===== config.mk =====
export PLATFORM = sky130hd
export DESIGN_NAME = game_round_ctrl
export DESIGN_NICKNAME = d
export VERILOG_FILES = /design/src/rtl/game_round_ctrl.sv
export SDC_FILE = /design/constraint.sdc
export NUM_CORES = 1
export LEC_CHECK = 0
export CORE_UTILIZATION = 59
export CTS_CLUSTER_DIAMETER = 50
export DETAILED_ROUTE_END_ITERATION = 7
export HOLD_SLACK_MARGIN = 0.05
export PLACE_DENSITY = 0.88
export SYNTH_ARGS = -nofsm -noshare
export SYNTH_HDL_FRONTEND = slang
export SYNTH_SLANG_ARGS = --single-unit

===== constraint.sdc =====
create_clock -name clk -period 6 [get_ports clk]
set_input_delay 0.6 -clock clk [delete_from_list [all_inputs] [get_ports clk]]
set_output_delay 0.6 -clock clk [all_outputs]
set_load 0.05 [all_outputs]

===== src/rtl/game_round_ctrl.sv =====
`default_nettype none
// +----------------------------------------------------------------------------+
// | Module      : game_round_ctrl                                              |
// | Description : Round sequencer for a timed game. It runs a READY countdown  |
// |               in seconds, then a PLAY phase counted in ms ticks, and ends  |
// |               in OVER. Optional pause support is built when the macro      |
// |               GAME_PAUSE_EN is defined.                                    |
// | Revision    : 1.0 - initial release                                        |
// +----------------------------------------------------------------------------+
module game_round_ctrl #(
    parameter int ROUND_MS    = 30000,
    parameter int READY_S     = 3,
    parameter int TICKS_PER_S = 1000
) (
    input  logic        clk,
    input  logic        rst,
    input  logic        i_tick,
    input  logic        i_start,
    input  logic        i_pause,
    input  logic        i_abort,
    output logic        o_tmr_en,
    output logic        o_tmr_clr,
    output logic [2:0]  o_phase,
    output logic [15:0] o_remain_ms,
    output logic [1:0]  o_countdown,
    output logic        o_time_up
);

    typedef enum logic [2:0] {
        IDLE  = 3'd0,
        READY = 3'd1,
        PLAY  = 3'd2,
        PAUSE = 3'd3,
        OVER  = 3'd4
    } phase_t;

    localparam logic [15:0] ROUND_LD = 16'(ROUND_MS);
    localparam logic [1:0]  READY_LD = 2'(READY_S);
    localparam logic [9:0]  SUB_LD   = 10'(TICKS_PER_S - 1);

    phase_t      phase;
    phase_t      phase_nxt;
    logic [15:0] remain_nxt;
    logic [1:0]  countdown_nxt;
    logic [9:0]  sub;
    logic [9:0]  sub_nxt;
    logic        tmr_clr_nxt;
    logic        time_up_nxt;
    logic        tmr_en_nxt;

`ifndef GAME_PAUSE_EN
    // The pause request has no effect in this build.
    logic unused_pause;
    assign unused_pause = i_pause;
`endif

    assign o_phase = phase;

    // State and output registers; reset forces everything idle at once.
    always_ff @(posedge clk or negedge rst) begin
        if (!rst) begin
            phase       <= IDLE;
            o_remain_ms <= 16'd0;
            o_countdown <= 2'd0;
            sub         <= 10'd0;
            o_tmr_en    <= 1'b0;
            o_tmr_clr   <= 1'b0;
            o_time_up   <= 1'b0;
        end else begin
            phase       <= phase_nxt;
            o_remain_ms <= remain_nxt;
            o_countdown <= countdown_nxt;
            sub         <= sub_nxt;
            o_tmr_en    <= tmr_en_nxt;
            o_tmr_clr   <= tmr_clr_nxt;
            o_time_up   <= time_up_nxt;
        end
    end

    // Next-phase and next-output computation; abort overrides everything.
    always_comb begin
        phase_nxt     = phase;
        remain_nxt    = o_remain_ms;
        countdown_nxt = o_countdown;
        sub_nxt       = sub;
        tmr_clr_nxt   = 1'b0;
        time_up_nxt   = 1'b0;

        if (i_abort) begin
            phase_nxt     = IDLE;
            remain_nxt    = 16'd0;
            countdown_nxt = 2'd0;
            sub_nxt       = 10'd0;
            tmr_clr_nxt   = 1'b1;
        end else begin
            case (phase)
                IDLE, OVER: begin
                    if (i_start) begin
                        phase_nxt     = READY;
                        countdown_nxt = READY_LD;
                        sub_nxt       = SUB_LD;
                        tmr_clr_nxt   = 1'b1;
                    end
                end
                READY: begin
                    if (i_tick) begin
                        if (sub != 10'd0) begin
                            sub_nxt = sub - 10'd1;
                        end else if (o_countdown == 2'd1) begin
                            // Last tick of the final second starts play.
                            phase_nxt     = PLAY;
                            remain_nxt    = ROUND_LD;
                            countdown_nxt = 2'd0;
                            tmr_clr_nxt   = 1'b1;
                        end else begin
                            sub_nxt       = SUB_LD;
                            countdown_nxt = o_countdown - 2'd1;
                        end
                    end
                end
                PLAY: begin
                    if (i_tick && (o_remain_ms != 16'd0)) begin
                        remain_nxt = o_remain_ms - 16'd1;
                        if (o_remain_ms == 16'd1) begin
                            phase_nxt   = OVER;
                            time_up_nxt = 1'b1;
                        end
                    end
`ifdef GAME_PAUSE_EN
                    // Expiry in the same cycle takes precedence over pausing.
                    if (i_pause && !time_up_nxt) begin
                        phase_nxt = PAUSE;
                    end
`endif
                end
`ifdef GAME_PAUSE_EN
                PAUSE: begin
                    if (i_pause) begin
                        phase_nxt = PLAY;
                    end
                end
`endif
                default: begin
                    phase_nxt = IDLE;
                end
            endcase
        end

        tmr_en_nxt = (phase_nxt == READY) || (phase_nxt == PLAY);
    end

endmodule
`default_nettype wire


==> flow_summary.toml <==
[drt]
dr.pass1.iters = 4
avgRoutedWirePerCell_um = 16.3
wirelength_um = 4890
vias_per_cell = 6.37
drc_errors = 0
drtIter0Drc = 177
num_vias = 1904
antenna_left = 0

[cts]
htreeDepth = 2
ctsHoldBuffers = 0
clkSinkCount = 34
cts_buffers = 5
cts_tree = "built"
postCtsResizedCells = 0
clk_pin_slew_ns = 0.10
cts-root-buf = "clkbuf_4"
postCtsSetupBuffers = 0
worstSkewPairLatency_ns = 0.35
cts_buffer_depth = 2

[layout]
layout.nets = 264
drive_gt1_share_pct = 9.88
area_delta_synth_final_pct = 14.2
final_core_util_pct = 71.9
antennaDiodeCount = 0

[floorplan]
rows = 21
core_um2 = 3420
io_pins = 30
die_w_um = 62.4
die_y_um = 62.4
die-area_um2 = 3890
start_util_pct = 63.0

[power]
p_clk_share_pct = 27.2
switching_share_pct = 33.0
switchingPower_w = 0.000166
p_comb_share_pct = 21.5
p_leak_nw = 0.996
power.share.sequential_pct = 51.2
max-vdd-ir-drop_v = 0.000145
p_per_area_nw_per_um2 = 205
internal_power_w = 0.000337

[placement]
numPortBuffers = 28
globalplace.congestion = 0.908
dpl.hpwl_um = 3370

[synthesis]
ys_ff_latch = 34
synth.yosys.seq_area_share_pct = 39.6
synthesis.area_um2 = 2150
syn-num-nets = 237
ys_types = 54
ys.warnings.count = 0
syn-instance-count = 225
syn-mean-instance-area_um2 = 9.56

[setup_path]
crit_type = "input port to flip-flop"
crit_path_end_kind = "flip-flop"
cp_max_fo = 25
cp.arrival_ns = 2.83
cp-start-kind = "input port"
worst_ep_required_time_ns = 6.24

[worst_hold_path]
min_path_type = "flip-flop to flip-flop"

[sta]
fin_crit_sh_pct = 43.2
setup_viol = 0
worst_pin_slew_ns = 0.800
tns_ns = 0
hold_violations = 0
fin_skew_ns = 0.00971
drv_slew = 0
post-route-min-period_ns = 2.59
rsz0062_at_grt = "no"
fmax_mhz = 386
timing.slew.headroom_pct = 46.4

[global_routing]
grt_pass1_vias = 1777
antenna_found_initial = 0
grt_use_total_pct = 26.9
grt-ovfl-total = 0
grt_max_degree = 35
grt_pass1_wl_um = 8250

[run]
maxCapViolations = 0

[outcome]
status = "completed"
## cells in the mapped netlist (all sizes together)
master / instances / area share [%]
a2bb2oi: 4 / 1.6
nor4b: 1 / 0.41
nor2: 17 / 3.0
and4b: 1 / 0.47
clkbuf: 5 / 2.3
or2: 1 / 0.29
nor3: 13 / 3.3
o22a: 3 / 1.2
xor2: 7 / 2.9
nand2: 10 / 1.7
nand3: 9 / 2.3
a211o: 2 / 0.81
or3: 4 / 1.2
and3: 2 / 0.58
inv: 9 / 1.6
or4: 1 / 0.52
a21oi: 16 / 3.9
o21a: 5 / 1.7
nor2b: 1 / 0.29
nand3b: 1 / 0.35
nand2b: 4 / 1.2
o31ai: 5 / 1.7
dfrtp: 34 / 40
o22ai: 3 / 0.87
a31o: 1 / 0.41
and2: 2 / 0.58
ha: 6 / 3.5
o21ai: 8 / 1.9
and2b: 1 / 0.41
nand4: 6 / 2.0
a31oi: 8 / 2.3
o211ai: 5 / 1.7
buf: 5 / 2.7
a21o: 1 / 0.35
nor4: 5 / 2.4
o2111ai: 2 / 0.81
or3b: 6 / 2.4
a211oi: 2 / 0.93
nor3b: 3 / 1.3
a41oi: 2 / 0.81
a311oi: 4 / 1.6
## power groups by stage
stage	Sequential [W]	Combinational [W]	Clock (W)
2_1_floorplan	0.000276	0.0000589	0
3_5_place_dp	0.000261	0.000106	0
3_3_place_gp	0.000260	0.000104	0
5_1_grt	0.000259	0.000118	0.000148
4_1_cts	0.000257	0.000107	0.000138
6_report	0.000257	0.000108	0.000137
## cell type report
type / instances / area [um2]
multi-input combinational: 172 / 1160
fill: 262 / 960
sequential: 34 / 851
timing repair buffer: 30 / 295
tap: 46 / 57.6
clock buffer: 7 / 55.1
inverter: 9 / 33.8
clock inverter: 1 / 5.00
## critical path, stage by stage
cell	delay, ns
clkdlybuf4s50_1	0.45
buf_4	0.28
inv_1	0.24
nand2_1	0.14
a2bb2oi_1	0.64
a21oi_1	0.17
a311oi_1	0.31
## cells in the final DEF, fill, tap and decap left out, drive strengths merged, types with 2 or more instances in the layout
cell type      synthesis  routed
and3                   2       2
clkdlybuf4s50          0      28
or3                    4       4
nand4                  6       6
nor4                   5       5
nor2                  17      17
and2                   2       2
a211o                  2       2
nand2                 10      10
nor3b                  3       3
o22ai                  3       3
o21ai                  8       8
or3b                   6       6
o22a                   3       3
o211ai                 5       5
nor3                  13      13
a31oi                  8       8
o2111ai                2       2
clkbuf                 5       7
inv                    9       9
dfrtp                 34      34
buf                    5       2
a311oi                 4       4
o21a                   5       5
a2bb2oi                4       4
o31ai                  5       5
a41oi                  2       2
ha                     6       6
a21oi                 16      16
nand3                  9       9
a211oi                 2       2
xor2                   7       7
nand2b                 4       4
## flip-flops by register name, indices dropped and copies added, names as in the netlist
register	count
o_time_up	1
o_phase	3
sub	10
o_tmr_en	1
o_tmr_clr	1
o_remain_ms	16
o_countdown	2
## cells by family after synthesis
group / after synthesis / synth area share (%)
buf+inv: 19 / 6.57
compound gates: 71 / 22.8
xor+xnor: 7 / 2.85
fa+ha+maj: 6 / 3.49
simple gates: 88 / 24.7
flops: 34 / 39.6
## per-stage QoR
stage	power [W]	hold slack [ns]	instance area, um2	std cells	setup WS, ns
floorplan	0.000335	0.304	2150	225	3.75
global placement	0.000364	0.516	2400	291	3.18
detailed placement	0.000368	0.521	2400	291	3.10
CTS	0.000502	0.543	2460	299	3.46
global route	0.000526	0.581	2460	299	3.23
finish	0.000503	0.541	2460	299	3.41
## layer usage
metal  GRT usage, %  up-vias  routed length, um
met5              0        -                  0
met4           12.8        0                 94
met3           4.20        9                303
met2           42.0       85               2320
met1           36.6      903               2170
li1               -      907                  -
## final timing paths
kind	depth (start not counted)	from	to	slack, ns
worst max register to register	7	sub[0]	sub[2]	3.65
min in group asynchronous	2	rst	sub[0]	0.65
worst min register to register	1	sub[4]	sub[4]	0.54
worst max-delay path	7	i_abort	sub[2]	3.41
worst min-delay path	1	sub[4]	sub[4]	0.54
max in group asynchronous	2	rst	o_time_up	5.03
Note: power is estimated with default switching activity, not from simulation.
